File: src/rtl/uart_tx_fifo_if.sv
// rtl/uart_tx_fifo_if.sv - write port and serial status bundle for uart_tx_fifo
interface uart_tx_fifo_if #(
    parameter int DATA_BITS  = 8,
    parameter int FIFO_DEPTH = 4
);
    logic [DATA_BITS-1:0]          dadoEntrada;
    logic                          dadoValido;
    logic                          dadoPronto;
    logic                          txSerial;
    logic                          txAtivo;
    logic                          txConcluido;
    logic [$clog2(FIFO_DEPTH):0]   fifoNivel;

    modport master (
        output dadoEntrada, dadoValido,
        input  dadoPronto, txSerial, txAtivo, txConcluido, fifoNivel
    );

    modport slave (
        input  dadoEntrada, dadoValido,
        output dadoPronto, txSerial, txAtivo, txConcluido, fifoNivel
    );
endinterface

File: src/rtl/uart_tx_fifo.sv
// rtl/uart_tx_fifo.sv - parametrised UART transmitter fed by a small circular FIFO
module uart_tx_fifo #(
    parameter int CLOCKS_POR_BIT = 5209,
    parameter int DATA_BITS      = 8,
    parameter int PARITY         = 0,
    parameter int STOP_BITS      = 1,
    parameter int FIFO_DEPTH     = 4
) (
    input  logic           clock,
    input  logic           reset_n,
    uart_tx_fifo_if.slave  bus
);
    localparam int CW = (CLOCKS_POR_BIT > 2) ? $clog2(CLOCKS_POR_BIT) : 1;
    localparam int BW = $clog2(DATA_BITS);
    localparam int PW = $clog2(FIFO_DEPTH);
    localparam int LW = PW + 1;
    localparam logic [CW-1:0] LAST_CLK  = CW'(CLOCKS_POR_BIT - 1);
    localparam logic [BW-1:0] LAST_BIT  = BW'(DATA_BITS - 1);
    localparam logic          LAST_STOP = 1'(STOP_BITS - 1);
    localparam logic [LW-1:0] FULL_LVL  = LW'(FIFO_DEPTH);
    // Mode 3 (and anything else) falls back to no parity bit.
    localparam bit PAR_EN = (PARITY == 1) || (PARITY == 2);

    typedef enum logic [2:0] {
        S_IDLE   = 3'd0,
        S_START  = 3'd1,
        S_DATA   = 3'd2,
        S_PARITY = 3'd3,
        S_STOP   = 3'd4
    } state_t;

    logic [DATA_BITS-1:0] r_mem [FIFO_DEPTH];
    logic [PW-1:0]        r_wr_ptr;
    logic [PW-1:0]        r_rd_ptr;
    logic [LW-1:0]        r_count;

    state_t               r_state;
    logic [CW-1:0]        r_clk_cnt;
    logic [BW-1:0]        r_bit_idx;
    logic                 r_stop_idx;
    logic [DATA_BITS-1:0] r_shift;
    logic                 r_par;

    state_t               w_state_nx;
    logic [CW-1:0]        w_clk_nx;
    logic [BW-1:0]        w_bit_nx;
    logic                 w_stop_nx;
    logic [DATA_BITS-1:0] w_shift_nx;
    logic                 w_par_nx;
    logic                 w_tx;
    logic                 w_ativo;
    logic                 w_done;
    logic                 w_pop;
    logic                 w_push;
    logic                 w_bit_end;
    logic [DATA_BITS-1:0] w_head;

    assign w_push = bus.dadoValido && (r_count != FULL_LVL);
    assign w_head = r_mem[r_rd_ptr];

    assign bus.dadoPronto  = (r_count != FULL_LVL);
    assign bus.fifoNivel   = r_count;
    assign bus.txSerial    = w_tx;
    assign bus.txAtivo     = w_ativo;
    assign bus.txConcluido = w_done;

    // FIFO storage; contents are meaningless after reset because the pointers clear.
    always_ff @(posedge clock) begin
        if (w_push) begin
            r_mem[r_wr_ptr] <= bus.dadoEntrada;
        end
    end

    // FIFO pointers and occupancy; a simultaneous push and pop leaves the count alone.
    always_ff @(posedge clock or negedge reset_n) begin
        if (!reset_n) begin
            r_wr_ptr <= '0;
            r_rd_ptr <= '0;
            r_count  <= '0;
        end else begin
            if (w_push) r_wr_ptr <= r_wr_ptr + PW'(1);
            if (w_pop)  r_rd_ptr <= r_rd_ptr + PW'(1);
            case ({w_push, w_pop})
                2'b10:   r_count <= r_count + LW'(1);
                2'b01:   r_count <= r_count - LW'(1);
                default: r_count <= r_count;
            endcase
        end
    end

    // Transmitter state and frame-private registers.
    always_ff @(posedge clock or negedge reset_n) begin
        if (!reset_n) begin
            r_state    <= S_IDLE;
            r_clk_cnt  <= '0;
            r_bit_idx  <= '0;
            r_stop_idx <= 1'b0;
            r_shift    <= '0;
            r_par      <= 1'b0;
        end else begin
            r_state    <= w_state_nx;
            r_clk_cnt  <= w_clk_nx;
            r_bit_idx  <= w_bit_nx;
            r_stop_idx <= w_stop_nx;
            r_shift    <= w_shift_nx;
            r_par      <= w_par_nx;
        end
    end

    // Next-state, bit timing and line outputs for the frame sequencer.
    always_comb begin
        w_state_nx = r_state;
        w_clk_nx   = r_clk_cnt;
        w_bit_nx   = r_bit_idx;
        w_stop_nx  = r_stop_idx;
        w_shift_nx = r_shift;
        w_par_nx   = r_par;
        w_tx       = 1'b1;
        w_ativo    = 1'b0;
        w_done     = 1'b0;
        w_pop      = 1'b0;
        w_bit_end  = (r_clk_cnt == LAST_CLK);

        case (r_state)
            S_IDLE: begin
                if (r_count != '0) begin
                    w_pop      = 1'b1;
                    w_shift_nx = w_head;
                    w_par_nx   = (PARITY == 1) ? ~^w_head : ^w_head;
                    w_clk_nx   = '0;
                    w_bit_nx   = '0;
                    w_stop_nx  = 1'b0;
                    w_state_nx = S_START;
                end
            end
            S_START: begin
                w_tx    = 1'b0;
                w_ativo = 1'b1;
                if (w_bit_end) begin
                    w_clk_nx   = '0;
                    w_state_nx = S_DATA;
                end else begin
                    w_clk_nx = r_clk_cnt + CW'(1);
                end
            end
            S_DATA: begin
                w_tx    = r_shift[0];
                w_ativo = 1'b1;
                if (w_bit_end) begin
                    w_clk_nx   = '0;
                    w_shift_nx = r_shift >> 1;
                    if (r_bit_idx == LAST_BIT) begin
                        w_state_nx = PAR_EN ? S_PARITY : S_STOP;
                    end else begin
                        w_bit_nx = r_bit_idx + BW'(1);
                    end
                end else begin
                    w_clk_nx = r_clk_cnt + CW'(1);
                end
            end
            S_PARITY: begin
                w_tx    = r_par;
                w_ativo = 1'b1;
                if (w_bit_end) begin
                    w_clk_nx   = '0;
                    w_state_nx = S_STOP;
                end else begin
                    w_clk_nx = r_clk_cnt + CW'(1);
                end
            end
            S_STOP: begin
                w_tx    = 1'b1;
                w_ativo = 1'b1;
                if (w_bit_end) begin
                    w_clk_nx = '0;
                    if (r_stop_idx == LAST_STOP) begin
                        w_done     = 1'b1;
                        w_state_nx = S_IDLE;
                    end else begin
                        w_stop_nx = 1'b1;
                    end
                end else begin
                    w_clk_nx = r_clk_cnt + CW'(1);
                end
            end
            default: begin
                w_state_nx = S_IDLE;
            end
        endcase
    end
endmodule

File: src/flat_wrapper.sv
// flat-port wrapper written by rule: the top's interface ports become plain ports
module uart_tx_fifo_flat 
#(
    parameter int CLOCKS_POR_BIT = 5209,
    parameter int DATA_BITS      = 8,
    parameter int PARITY         = 0,
    parameter int STOP_BITS      = 1,
    parameter int FIFO_DEPTH     = 4
)
  (clock, reset_n, bus_dadoEntrada, bus_dadoValido, bus_dadoPronto, bus_txSerial, bus_txAtivo, bus_txConcluido, bus_fifoNivel);
  uart_tx_fifo_if #(.DATA_BITS(DATA_BITS), .FIFO_DEPTH(FIFO_DEPTH)) bus_i ();
  input  logic clock;
  input  logic reset_n;
  input wire logic [$bits(bus_i.dadoEntrada)-1:0] bus_dadoEntrada;
  input wire logic [$bits(bus_i.dadoValido)-1:0] bus_dadoValido;
  output wire logic [$bits(bus_i.dadoPronto)-1:0] bus_dadoPronto;
  output wire logic [$bits(bus_i.txSerial)-1:0] bus_txSerial;
  output wire logic [$bits(bus_i.txAtivo)-1:0] bus_txAtivo;
  output wire logic [$bits(bus_i.txConcluido)-1:0] bus_txConcluido;
  output wire logic [$bits(bus_i.fifoNivel)-1:0] bus_fifoNivel;
  assign bus_i.dadoEntrada = bus_dadoEntrada;
  assign bus_i.dadoValido = bus_dadoValido;
  assign bus_dadoPronto = bus_i.dadoPronto;
  assign bus_txSerial = bus_i.txSerial;
  assign bus_txAtivo = bus_i.txAtivo;
  assign bus_txConcluido = bus_i.txConcluido;
  assign bus_fifoNivel = bus_i.fifoNivel;
  uart_tx_fifo #(.CLOCKS_POR_BIT(CLOCKS_POR_BIT), .DATA_BITS(DATA_BITS), .PARITY(PARITY), .STOP_BITS(STOP_BITS), .FIFO_DEPTH(FIFO_DEPTH)) u_core (.clock(clock), .reset_n(reset_n), .bus(bus_i));
endmodule
File: config.mk
export PLATFORM = sky130hd
export DESIGN_NAME = uart_tx_fifo_flat
export DESIGN_NICKNAME = d
export VERILOG_FILES = /design/src/rtl/uart_tx_fifo_if.sv /design/src/rtl/uart_tx_fifo.sv /design/src/flat_wrapper.sv
export SDC_FILE = /design/constraint.sdc
export NUM_CORES = 1
export LEC_CHECK = 0
export BUFFER_PORTS_ARGS = -buffer_cell sky130_fd_sc_hd__buf_2
export CORE_UTILIZATION = 48
export CTS_BUF_LIST = sky130_fd_sc_hd__clkbuf_8 sky130_fd_sc_hd__clkbuf_16
export DETAILED_ROUTE_END_ITERATION = 12
export PLACE_DENSITY = 0.68
export SYNTH_ARGS = -nofsm -noshare
export SYNTH_HDL_FRONTEND = slang
export SYNTH_SLANG_ARGS = --single-unit
File: constraint.sdc
create_clock -name clock -period 2.8 [get_ports clock]
set_input_delay 0.42 -clock clock [delete_from_list [all_inputs] [get_ports clock]]
set_output_delay 0.42 -clock clock [all_outputs]
set_load 0.01 [all_outputs]
* Word-level counts from Yosys, hierarchy flattened
Memory sizes are Yosys's and may differ from the RTL's.
Cells that the tools add are included.
** Word-level totals
- Bits in registers :: 36
- Bits in latches :: 0
- RAM bits :: 32
- Memory bits (read-only) :: 0
- Input bits :: 11
- Output and inout port bits :: 7
- Logic and storage cells :: 80
- Memories kept :: 1
** Operators by class
- $add $sub $neg :: 6
- $mul :: 0
- Div/mod/pow operators :: 0
- $lt $le $gt $ge :: 0
- Equal/unequal tests :: 17
- Shift-type cells :: 0
- Mux-type cells :: 32
- Bitwise operators :: 0
- Reduce and logical (&&, ||, !) cells :: 15
** Memories
- u_core.r_mem :: depth 4, bits a word 8, rd ports 1, clocked after memory_dff 0, wr ports 1, line uart_tx_fifo.sv:32 : logic [DATA_BITS-1:0] r_mem [FIFO_DEPTH];
** Operators with widths (count)
- 2-to-1 mux 3 bit :: 10
- 2-to-1 mux 13 bit :: 2
- one-hot mux 13 bit (2 select lines) :: 1
- 2-to-1 mux 8 bit :: 2
- one-hot mux 8 bit (2 select lines) :: 1
- one-hot mux 3 bit (5 select lines) :: 1
- adder 13 x 1 -> 13 bit, second input constant :: 1
- == test 13 bit, second input constant :: 1
- != test 2 x 1 -> 1 bit, second input constant :: 6
- one-hot mux 3 bit (2 select lines) :: 2
- 2-to-1 mux 1 bit :: 11
- nonzero test 2 bit :: 4
- XOR reduction 8 bit :: 1
- AND reduction 7 bit :: 1
- adder 3 x 1 -> 3 bit, second input constant :: 2
- == test 3 x 2 -> 1 bit, second input constant :: 2
- == test 3 bit, second input constant :: 2
- AND reduction 3 bit :: 2
- adder 2 x 1 -> 2 bit, second input constant :: 2
- != test 2 bit, second input constant :: 2
- AND reduction 2 bit :: 2
- AND reduction 4 bit :: 1
- OR reduction 4 bit :: 1
- == test 3 x 1 -> 1 bit, second input constant :: 1
- other kinds (9) :: 9

* Longest topological paths before layout
Gate-level depths: netlist of run 1.
- Depth after elaboration :: 5
- Gate-level depth with buffers :: 10
- Depth with buffers taken out :: 10

* Worst setup path before layout of run 1
Ideal clock, no wire load.
- Path kind :: reg2reg
- Start point :: register u_core.r_state[0]
- End point :: register u_core.r_count[2] (netlist: u_core.bus.fifoNivel[2])
- Data arrival time :: 2.125 ns
- Data required time :: 2.721 ns
- Setup slack :: 0.595 ns
- Cell stages (with the launch flop) :: 11
- Buffers on the path :: 1
- Path through :: dfrtp_1 -> buf_2 -> nor2_1 -> nand2_1 -> nor2_1 -> ha_1 -> inv_1 -> fa_1 -> xor2_1 -> nor2_1 -> xor2_1
** Between the ends
- Longest elaborated chain between the ends :: 4
- Elaborated cells between the ends (all ways) :: 6
- Classes of those cells :: eq/ne: 2; mux: 2; reduce/logical: 2
** Ends and longest elaborated chain
- start: declaration :: line uart_tx_fifo.sv:37 : state_t r_state;
- start signal: assignment :: line uart_tx_fifo.sv:101 : r_state <= w_state_nx;
- zero test 3 bit * :: line uart_tx_fifo.sv:124 : case (r_state)
- 2-to-1 mux 1 bit * :: line uart_tx_fifo.sv:124
- via u_core.w_pop :: line uart_tx_fifo.sv:53 : logic w_pop;
- == test 2 x 1 -> 1 bit or == test 2 bit (tied branches) :: line uart_tx_fifo.sv:83 : case ({w_push, w_pop})
- one-hot mux 3 bit (2 select lines) or nonzero test 2 bit (tied branches)
- end signal: assignment :: line uart_tx_fifo.sv:84 : 2'b10: r_count <= r_count + LW'(1);
- end signal: assignment :: line uart_tx_fifo.sv:85 : 2'b01: r_count <= r_count - LW'(1);
- end signal: assignment :: line uart_tx_fifo.sv:86 : default: r_count <= r_count;
- end: declaration :: line uart_tx_fifo.sv:35 : logic [LW-1:0] r_count;
Mark *: on every way through the listed nets, which the timed path passes. The rest lies on a longest branch.
A chain may end at the register's enable or synchronous reset.

* Worst setup path after layout of run 1
- Start point :: register u_core.r_clk_cnt[0]
- End point :: output bus_txConcluido
** Between the ends
- Longest elaborated chain between the ends :: 3
** Ends and longest elaborated chain
- start: declaration :: line uart_tx_fifo.sv:38 : logic [CW-1:0] r_clk_cnt;
- start signal: assignment :: line uart_tx_fifo.sv:102 : r_clk_cnt <= w_clk_nx;
- == test 13 bit :: line uart_tx_fifo.sv:122 : w_bit_end = (r_clk_cnt == LAST_CLK);
- 2-to-1 mux 1 bit :: line uart_tx_fifo.sv:174 : if (w_bit_end) begin
- 2-to-1 mux 1 bit :: line uart_tx_fifo.sv:124
- end: declaration :: line flat_wrapper.sv:19 : output wire logic [$bits(bus_i.txConcluido)-1:0] bus_txConcluido;
Every way passes these cells.

==> reports/qor.txt, run 1 <==
skew final = 0.0129 ns
post-synth cell types = 44
Clock Tree Buf Depth = 2
CTS clock-pin slew for the worst setup and hold paths = 0.08 ns
# IOs = 18
Die Height = 83.6 µm
share of the synthesized area in the top cell type = 30.0%
PortBufs = 17
RePlAce Congestion = 0.763
Crit-path slowest cell = or4bb_1
# nets final = 291
ys flop type = dfrtp_1
vias in the first global route = 1809
DRT Pass-1 Iters = 4
min Tclk post-route = 2.55 ns
maximum vdd ir drop = 537 µV
RSZ-0062 raised after global routing = false
syn nets = 269
total CTS buffers = 9
worst endpoint data arrival time = 2.13 ns
Cell Area, Synth = 3200 µm²
Yosys top cell by area = edfxtp_1
final antenna-violating net count = 0
Async S/R FF share, synth = 52.2%
Final Max Tran Viols = 0
htree depth = 3
HPWL after DPL = 3.56 mm
Die W = 83.6 µm
max_cap viols = 0
drt drc = 0
Vias/cell = 5.28
Hold Crit Class = in2async
ANT cells = 0
GRT Overall Usage = 16.5%
PostCTS Resize Cnt = 0
fin util = 54.9%
non-filler instance count after layout = 352
top cells by area, synth = edfxtp_1 30%, dfrtp_1 27%, mux4_2 5.6%
worst stage delay on the critical path = 0.55 ns
Syn-to-layout area delta = 9.54%
fillcell total = 542
clock sinks = 67
worst endpoint required time = 2.38 ns
die area = 7000 µm²
WL final = 5.17 mm
Post-Synthesis Cells = 248
Core Region = 6390 µm²
Ys Warns = 0
Final Hold Viols = 0
Slew Limit Headroom = 46.9%
Cell Rows = 29
routed len/inst = 14.7 µm
first-pass GRT wire length = 8.75 mm
largest net degree at the start of global routing = 36
fraction of the yosys area taken by sequential cells = 57.4%
power density cells = 936 nW/µm²
syn avg cell area = 12.9 µm²
root buf cell = clkbuf_8
Yosys reg bits = 67
CTS tree = built
placed cells = 336
run status = complete, no violations
startpoint types = flip-flop
initial drt markers = 110
total congestion overflow = 0
Hold Buf Count CTS = 0
setup TNS = 0 ns
Worst Path Max Fanout = 7
fmax = 392 MHz
layout cells sized above 1 = 20.0%
fin crit share = 91.1%
Setup Viol. Count Final = 0
Post-synth EDFFs = 32
Worst-Skew Late Latency = 0.34 ns
Leak Pwr = 1.41 nW
Crit. End Element = primary output
Post-CTS Setup Bufs = 0
worst slew pin tran = 0.797 ns
Worst Setup Path Type = reg2out
via count = 1858
Starting Density = 50.1%
CP Cell Sequence = inv_1, ha_1, or4bb_1, nor3_4, and3_1, buf_2
antenna violations before repair = 0
-- worst paths after layout --
| kind | from | end | slack (ns) | cells past startpoint |
|---|---|---|---|---|
| hold / removal | reset_n | u_core.r_bit_idx[1]$_DFFE_PN0P_ | 0.16 | 1 |
| setup reg to reg | u_core.r_state[0]$_DFFE_PN0P_ | u_core.bus.fifoNivel[2]$_DFFE_PN0P_ | 0.32 | 9 |
| setup / recovery | u_core.r_clk_cnt[0]$_DFFE_PN0P_ | bus_txConcluido | 0.25 | 6 |
| hold reg to reg | u_core.r_clk_cnt[11]$_DFFE_PN0P_ | u_core.r_clk_cnt[11]$_DFFE_PN0P_ | 0.53 | 1 |
| min in group clock | bus_dadoEntrada[4] | u_core.r_mem[3][4]$_DFFE_PP_ | 0.29 | 1 |
| max in group asynchronous | reset_n | u_core.r_clk_cnt[3]$_DFFE_PN0P_ | 2.12 | 1 |
-- layer usage --
| metal | routed length [µm] | GRT usage [%] | part of all wire (%) |
|---|---|---|---|
| met3 | 209 | 5.54 | 4.0 |
| met2 | 2480 | 24.6 | 48 |
| met5 | 0 | 0 | 0 |
| met1 | 2440 | 22.3 | 47 |
| met4 | 42 | 6.47 | 0.81 |
-- area by class of cell --
type / count / area, µm² / share of cell area, %
clock buffers: 9 / 124 / 3.53
clock inverters: 7 / 45.0 / 1.29
inverters: 13 / 48.8 / 1.39
multi-input cells: 161 / 1260 / 36.0
flip-flops and latches: 67 / 1840 / 52.4
well taps: 77 / 96.3 / 2.75
repair buffers: 18 / 92.6 / 2.64
-- registers in the layout (all words and copies together) (netlist names) --
| register | cells |
|---|---|
| u_core.bus.fifoNivel | 3 |
| u_core.r_bit_idx | 3 |
| u_core.r_clk_cnt | 13 |
| u_core.r_mem | 32 |
| u_core.r_par | 1 |
| u_core.r_rd_ptr | 2 |
| u_core.r_shift | 8 |
| u_core.r_state | 3 |
| u_core.r_wr_ptr | 2 |
-- stage by stage --
stage / setup slack [ns] / cell area [µm²] / hold slack (ns) / total power, mW
global route: 0.0923 / 3500 / 0.224 / 3.50
CTS: 0.210 / 3500 / 0.175 / 3.33
floorplan: 0.595 / 3200 / 0.124 / 2.38
finish: 0.248 / 3500 / 0.164 / 3.28
detailed placement: 0.358 / 3340 / 0.520 / 2.64
global placement: 0.424 / 3340 / 0.506 / 2.60
-- critical path, delay by kind of cell, from the launching register on --
family / cells / cell delay [ns]
adders and majority gates: 1 / 0.13
buffers and inverters: 2 / 0.21
and+or+nand+nor: 3 / 1.06
DFF: 1 / 0.39
-- cell families after synthesis --
| family | after synthesis | share of synthesized area, % |
|---|---|---|
| compound gates | 32 | 7.31 |
| xor+xnor | 20 | 5.48 |
| fa+ha+maj | 10 | 4.15 |
| buf+inv | 20 | 3.17 |
| flops | 67 | 57.4 |
| mux | 16 | 8.17 |
| simple gates | 83 | 14.3 |
-- power breakdown --
group | internal (mW) | total (mW) | switching [mW]
Sequential | 1.30 | 1.51 | 0.216
Combinational | 0.531 | 1.09 | 0.556
Clock | 0.316 | 0.680 | 0.364
-- synthesized netlist by cell type (2+ instances only) --
master	n
dfrtp_1	35
edfxtp_1	32
nor2_1	25
nand2_1	18
nand3_1	13
xnor2_1	13
inv_1	12
a21oi_1	11
ha_1	9
mux4_2	8
and3_1	7
mux2i_1	7
o21ai_0	7
xor2_1	7
a31oi_1	4
nand2b_1	3
nand4_1	3
nor3_4	3
a2111oi_4	2
buf_2	2
buf_4	2
buf_6	2
nor3_2	2
-- cell usage in the layout, fill, tap and decap left out, drive strengths merged --
cell type   n
dfrtp      35
edfxtp     32
nor2       26
nand2      18
buf        18
nand3      13
xnor2      13
inv        13
a21oi      11
ha          9
clkbuf      9
mux4        8
o21ai       8
and3        7
mux2i       7
xor2        7
nor3        6
clkinv      5
a31oi       4
nand2b      3
nand4       3
a2111oi     2
clkinvlp    2
o21a        2
nor4        2
and2        1
a22oi       1
or2         1
or4b        1
nand4b      1
or4bb       1
a21o        1
mux2        1
o32ai       1
o211ai      1
o22ai       1
fa          1
Note: power is estimated with default switching activity, not from simulation.
==> run 2, diff against run 1 <==
==> constraint.sdc (replaced) <==
create_clock -name clock -period 2.7 [get_ports clock]
set_input_delay 0.405 -clock clock [delete_from_list [all_inputs] [get_ports clock]]
set_output_delay 0.405 -clock clock [all_outputs]
set_load 0.01 [all_outputs]
==> run 2 against run 1 <==
Net effect:
- via count rose by 3.4%
- sequential share of layout area fell by 0.54 points
- critical endpoint unchanged
- utilization rose by 0.57 points
- total power rose by 5.4%
- wire length fell by 2.0%
- non-clock buffer count rose by 4
- global-route usage rose by 0.29 points
- cell area rose by 1.0%
- sequential power barely moved
- register-to-register slack improved by 0.04 ns
- die area did not move
- hold slack got worse by 0.025 ns
==> reports/qor.txt, run 2 (synthesis results as in run 1) <==
worst endpoint data arrival time = 1.97 ns (-0.16 ns)
Syn-to-layout area delta = 10.7%
Tot Pwr = 3.45 mW (+5.4%)
Slew Limit Headroom = 48.0% (+1.1 points)
startpoint types = flip-flop
run status = complete, no violations
largest net degree at the start of global routing = 36 (unchanged)
CP startpoint = u_core.r_clk_cnt[0]$_DFFE_PN0P_
die area = 7000 µm² (unchanged)
Vias/cell = 5.40 (+2.2%)
total congestion overflow = 0 (unchanged)
cell area after placement = 3370 µm² (+0.90%)
htree depth = 3 (unchanged)
Core Region = 6390 µm² (unchanged)
layout cells sized above 1 = 21.5% (+1.5 points)
Worst-Skew Late Latency = 0.34 ns (about the same)
RePlAce Congestion = 0.724 (-5.2%)
max_cap viols = 0 (unchanged)
DRT Pass-1 Iters = 4 (unchanged)
setup slack at placement = 0.373 ns (+0.0152 ns)
Die Height = 83.6 µm (unchanged)
CTS tree = built
vias in the first global route = 1921 (+6.2%)
Crit. End Element = primary output
CP Cell Sequence = inv_1, ha_1, or4bb_1, nor3_4, and3_1, buf_2
max FFs per register = 32 (unchanged)
fin util = 55.4% (+0.57 points)
most frequent cells in the layout = 35 x dfrtp_1, 32 x edfxtp_1, 25 x nor2_1, 18 x nand2_1, 17 x buf_2
clock sinks = 67 (unchanged)
HPWL after DPL = 3.53 mm (-0.73%)
CP bufs+invs = 2 (unchanged)
Hold Buf Count CTS = 0 (unchanged)
commonest non-fill, non-tap cell in the layout = dfrtp_1
Starting Density = 50.1% (unchanged)
# nets final = 295 (+1.4%)
PortBufs = 17 (unchanged)
root buf cell = clkbuf_8
drt drc = 0 (unchanged)
antenna violations before repair = 0 (unchanged)
Worst Path Max Fanout = 3 (-4)
initial drt markers = 90 (-18%)
Register-to-Register Setup Slack = 0.36 ns (+0.04 ns)
Top reg by flops = u_core.r_mem
first-pass GRT wire length = 9.15 mm (+4.6%)
Hold Crit Class = in2async
R2R cell count = 9 (unchanged)
delay-heaviest family, CP = simple AND/OR/NAND/NOR gates
setup TNS = 0 ns (unchanged)
Cell Rows = 29 (unchanged)
Final Hold Viols = 0 (unchanged)
min Tclk post-route = 2.38 ns
maximum vdd ir drop = 621 µV (+16%)
skew final = 0.0103 ns (-0.00258 ns)
Post-CTS Setup Bufs = 0 (unchanged)
worst endpoint required time = 2.30 ns (-0.08 ns)
worst stage delay on the critical path = 0.55 ns (about the same)
# IOs = 18 (unchanged)
Leak Pwr = 1.44 nW (+2.0%)
Setup Viol. Count Final = 0 (unchanged)
placed cells = 340 (+1.2%)
hold_ws = 0.139 ns (-0.0250 ns)
reg-to-reg startpoint = u_core.r_state[0]$_DFFE_PN0P_
worst slew pin tran = 0.780 ns (-0.0172 ns)
final antenna-violating net count = 0 (unchanged)
post-route worst setup slack = 0.322 ns (+0.0738 ns)
power density cells = 976 nW/µm² (+4.3%)
fin crit share = 88.1%
Clock Tree Buf Depth = 2 (unchanged)
GRT Overall Usage = 16.8% (+0.29 points)
Regs by FF count = u_core.r_mem x32, u_core.r_clk_cnt x13, u_core.r_shift x8
non-filler instance count after layout = 356 (+1.1%)
Final Max Tran Viols = 0 (unchanged)
final instance area = 3540 µm² (+1.0%)
WL final = 5.07 mm (-2.0%)
Worst Setup Path Type = reg2out
Crit-path slowest cell = or4bb_1
CTS clock-pin slew for the worst setup and hold paths = 0.08 ns (about the same)
PostCTS Resize Cnt = 0 (unchanged)
total CTS buffers = 9 (unchanged)
ANT cells = 0 (unchanged)
Die W = 83.6 µm (unchanged)
via count = 1921 (+3.4%)
fmax = 420 MHz
routed len/inst = 14.2 µm (-3.1%)
Reg2Reg Capture Point = u_core.bus.fifoNivel[2]$_DFFE_PN0P_
RSZ-0062 raised after global routing = false
## run 2: cell count changes in the layout (fill, tap and decap cells not counted), sizes merged
cell      change
buf           +4
inv           +2
clkinv        -1
clkinvlp      -1
## run 2: cell type report
class                           count  area (µm²)
Inverter                           13        48.8
Tap cell                           77        96.3
Multi-Input combinational cell    161        1260
Clock inverter                      7        51.3
Timing Repair Buffer               22         123
Fill cell                         546        2850
Clock buffer                        9         124
Sequential cell                    67        1840
## run 2: worst max path at each step
stage	end	slack, ns	cells past startpoint
2_1_floorplan	u_core.bus.fifoNivel[2]$_DFFE_PN0P_	0.50	10
3_3_place_gp	u_core.bus.fifoNivel[2]$_DFFE_PN0P_	0.49	9
3_5_place_dp	u_core.bus.fifoNivel[2]$_DFFE_PN0P_	0.37	9
4_1_cts	bus_txConcluido	0.31	6
5_1_grt	u_core.bus.fifoNivel[2]$_DFFE_PN0P_	0.13	9
6_report	bus_txConcluido	0.32	6
## run 2: metal layers
| metal | up-vias | part of all wire [%] | track usage [%] |
|---|---|---|---|
| met1 | 943 | 48 | 22.8 |
| met3 | 8 | 2.8 | 4.06 |
| met4 | 0 | 2.0 | 7.86 |
| met5 | - | 0 | 0 |
| met2 | 27 | 47 | 25.5 |
| li1 | 943 | - | - |
## run 2: power breakdown
group	internal (mW)	total (mW)	leakage, nW	switching, mW
Clock	0.337	0.741	0.0876	0.404
Combinational	0.566	1.19	0.618	0.620
Sequential	1.34	1.53	0.730	0.183
Total	2.25	3.45	1.44	1.21
==> run 3, diff against run 2 <==
==> constraint.sdc (replaced) <==
create_clock -name clock -period 2.7 [get_ports clock]
set_input_delay 0.54 -clock clock [delete_from_list [all_inputs] [get_ports clock]]
set_output_delay 0.54 -clock clock [all_outputs]
set_load 0.01 [all_outputs]
==> run 3 against run 2 <==
Net effect:
- utilization up 1.2 points
- flip-flop and latch count unchanged
- clock power up 36%
- combinational power about the same
- largest cell class unchanged
- sequential share of layout area down 1.1 points
- maximum frequency down 6.6%
- via count up 0.57%
- cell area up 2.2%
- total power up 7.7%
==> reports/qor.txt, run 3 (synthesis results as in run 1) <==
Clock power frac = 27.2% (+5.7 points)
Reg2Reg Capture Point = u_core.bus.fifoNivel[2]$_DFFE_PN0P_
Setup Viol. Count Final = 0 (unchanged)
Worst-Skew Late Latency = 0.34 ns (about the same)
root buf cell = clkbuf_8
largest net degree at the start of global routing = 36 (unchanged)
PostCTS Resize Cnt = 0 (unchanged)
Worst Path Max Fanout = 3 (unchanged)
layout cells sized above 1 = 22.1% (+0.64 points)
Syn-to-layout area delta = 13.1%
fillcell total = 526 (-3.7%)
# IOs = 18 (unchanged)
clock sinks = 67 (unchanged)
via count = 1932 (+0.57%)
Top reg by flops = u_core.r_mem
Final Max Tran Viols = 0 (unchanged)
CP Cell Sequence = inv_1, ha_1, or4bb_1, nor3_4, and3_1, buf_2
initial drt markers = 61 (-32%)
max FFs per register = 32 (unchanged)
die area = 7000 µm² (unchanged)
cell area after placement = 3370 µm² (+0.22%)
Hold Crit Class = in2async
total congestion overflow = 0 (unchanged)
worst endpoint required time = 2.16 ns (-0.14 ns)
Gate power share = 31.9% (-2.4 points)
total CTS buffers = 9 (unchanged)
final antenna-violating net count = 0 (unchanged)
reg-to-reg startpoint = u_core.r_state[0]$_DFFE_PN0P_
antenna violations before repair = 0 (unchanged)
R2R cell count = 9 (unchanged)
PortBufs = 17 (unchanged)
Clock Tree Buf Depth = 2 (unchanged)
Post-CTS Setup Bufs = 0 (unchanged)
power density cells = 1030 nW/µm² (+5.4%)
RSZ-0062 raised after global routing = false
WL final = 5.15 mm (+1.5%)
CTS tree = built
most frequent cells in the layout = 35 x dfrtp_1, 32 x edfxtp_1, 25 x nor2_1, 18 x nand2_1, 17 x buf_2
setup TNS = 0 ns (unchanged)
Crit. End Element = primary output
htree depth = 3 (unchanged)
GRT Overall Usage = 16.7% (-0.086 points)
Worst Setup Path Type = reg2out
worst slew pin tran = 0.780 ns (-0.0000525 ns)
Core Region = 6390 µm² (unchanged)
sw frac = 31.9% (-3.0 points)
Crit-path slowest cell = or4bb_1
fmax = 393 MHz (-6.6%)
routed len/inst = 14.4 µm (+1.2%)
Leak Pwr = 1.48 nW (+2.9%)
Hold Buf Count CTS = 0 (unchanged)
vias in the first global route = 1986 (+3.4%)
maximum vdd ir drop = 568 µV (-8.6%)
NetSw = 1.19 mW (-1.7%)
CP startpoint = u_core.r_clk_cnt[0]$_DFFE_PN0P_
worst stage delay on the critical path = 0.56 ns (about the same)
Regs by FF count = u_core.r_mem x32, u_core.r_clk_cnt x13, u_core.r_shift x8
Die W = 83.6 µm (unchanged)
startpoint types = flip-flop
Cell Rows = 29 (unchanged)
commonest non-fill, non-tap cell in the layout = dfrtp_1
Final Hold Viols = 0 (unchanged)
drt drc = 0 (unchanged)
fin crit share = 94.3% (+6.2 points)
max_cap viols = 0 (unchanged)
worst endpoint data arrival time = 2.01 ns (+0.04 ns)
Starting Density = 50.1% (unchanged)
Register-to-Register Setup Slack = 0.38 ns (+0.02 ns)
Vias/cell = 5.41 (+0.29%)
ANT cells = 0 (unchanged)
Slew Limit Headroom = 48.0% (about the same)
first-pass GRT wire length = 9.07 mm (-0.91%)
skew final = 0.00940 ns (-0.000940 ns)
# nets final = 296 (+0.34%)
min Tclk post-route = 2.55 ns (+0.167 ns)
HPWL after DPL = 3.54 mm (+0.19%)
run status = complete, no violations
Die Height = 83.6 µm (unchanged)
final instance area = 3620 µm² (+2.2%)
DRT Pass-1 Iters = 4 (unchanged)
CTS clock-pin slew for the worst setup and hold paths = 0.07 ns (about the same)
RePlAce Congestion = 0.744 (+2.9%)
internal power = 2.53 mW (+13%)
Reg power frac = 40.9% (-3.3 points)
## run 3: cell types whose count changed in the layout (fill, tap and decap cells not counted), sizes merged
cell and delta:
clkinv -3, clkinvlp -1, bufinv +3, inv +1, buf +1
## run 3: worst max-delay path by stage
stage	cells after the start	slack, ns	endpoint
finish	6	0.15	bus_txConcluido
global route	6	0.08	bus_txConcluido
CTS	6	0.15	bus_txConcluido
detailed placement	9	0.38	u_core.bus.fifoNivel[2]$_DFFE_PN0P_
global placement	9	0.49	u_core.bus.fifoNivel[2]$_DFFE_PN0P_
floorplan	10	0.50	u_core.bus.fifoNivel[2]$_DFFE_PN0P_
## run 3: stage by stage
| step | utilization [%] | setup slack, ns | power, mW | cells | hold slack, ns |
|---|---|---|---|---|---|
| after floorplan | - | 0.495 | 2.47 | 248 | 0.244 |
| after global placement | 52.8 | 0.494 | 2.72 | 341 | 0.508 |
| after detailed placement | 52.8 | 0.377 | 2.75 | 341 | 0.511 |
| after CTS | 56.7 | 0.146 | 3.78 | 357 | 0.307 |
| after global routing | 56.7 | 0.0800 | 3.97 | 357 | 0.338 |
| final | 56.7 | 0.155 | 3.72 | 357 | 0.275 |
## run 3: cell type report
type | count | area, µm² | area share [%]
multi-input cells | 161 | 1260 | 34.9
well taps | 77 | 96.3 | 2.66
clock inverters | 7 | 121 | 3.35
flip-flops and latches | 67 | 1840 | 50.8
clock buffers | 9 | 124 | 3.42
inverters | 13 | 48.8 | 1.35
repair buffers | 23 | 130 | 3.60
## run 3: power by group through the flow
stage | Sequential [mW] | Clock [mW] | Combinational, mW
finish | 1.52 | 1.01 | 1.19
global route | 1.55 | 1.07 | 1.35
CTS | 1.52 | 1.04 | 1.21
detailed placement | 1.54 | 0 | 1.21
global placement | 1.53 | 0 | 1.19
floorplan | 1.48 | 0 | 0.986
## run 3: worst max-delay path: cells and delay by family, from the launching register on
family        cells  cell delay (ns)
fa+ha+maj         1             0.16
buf+inv           2             0.21
flops             1             0.40
simple gates      3             0.90
## run 3: routing by layer
metal  GRT usage [%]  wire length [µm]  vias to the layer above
met5               0                 0                        -
met4            8.78               114                        0
met3            4.25               140                       11
met2            26.2              2470                       26
met1            21.4              2420                      947
li1                -                 -                      948
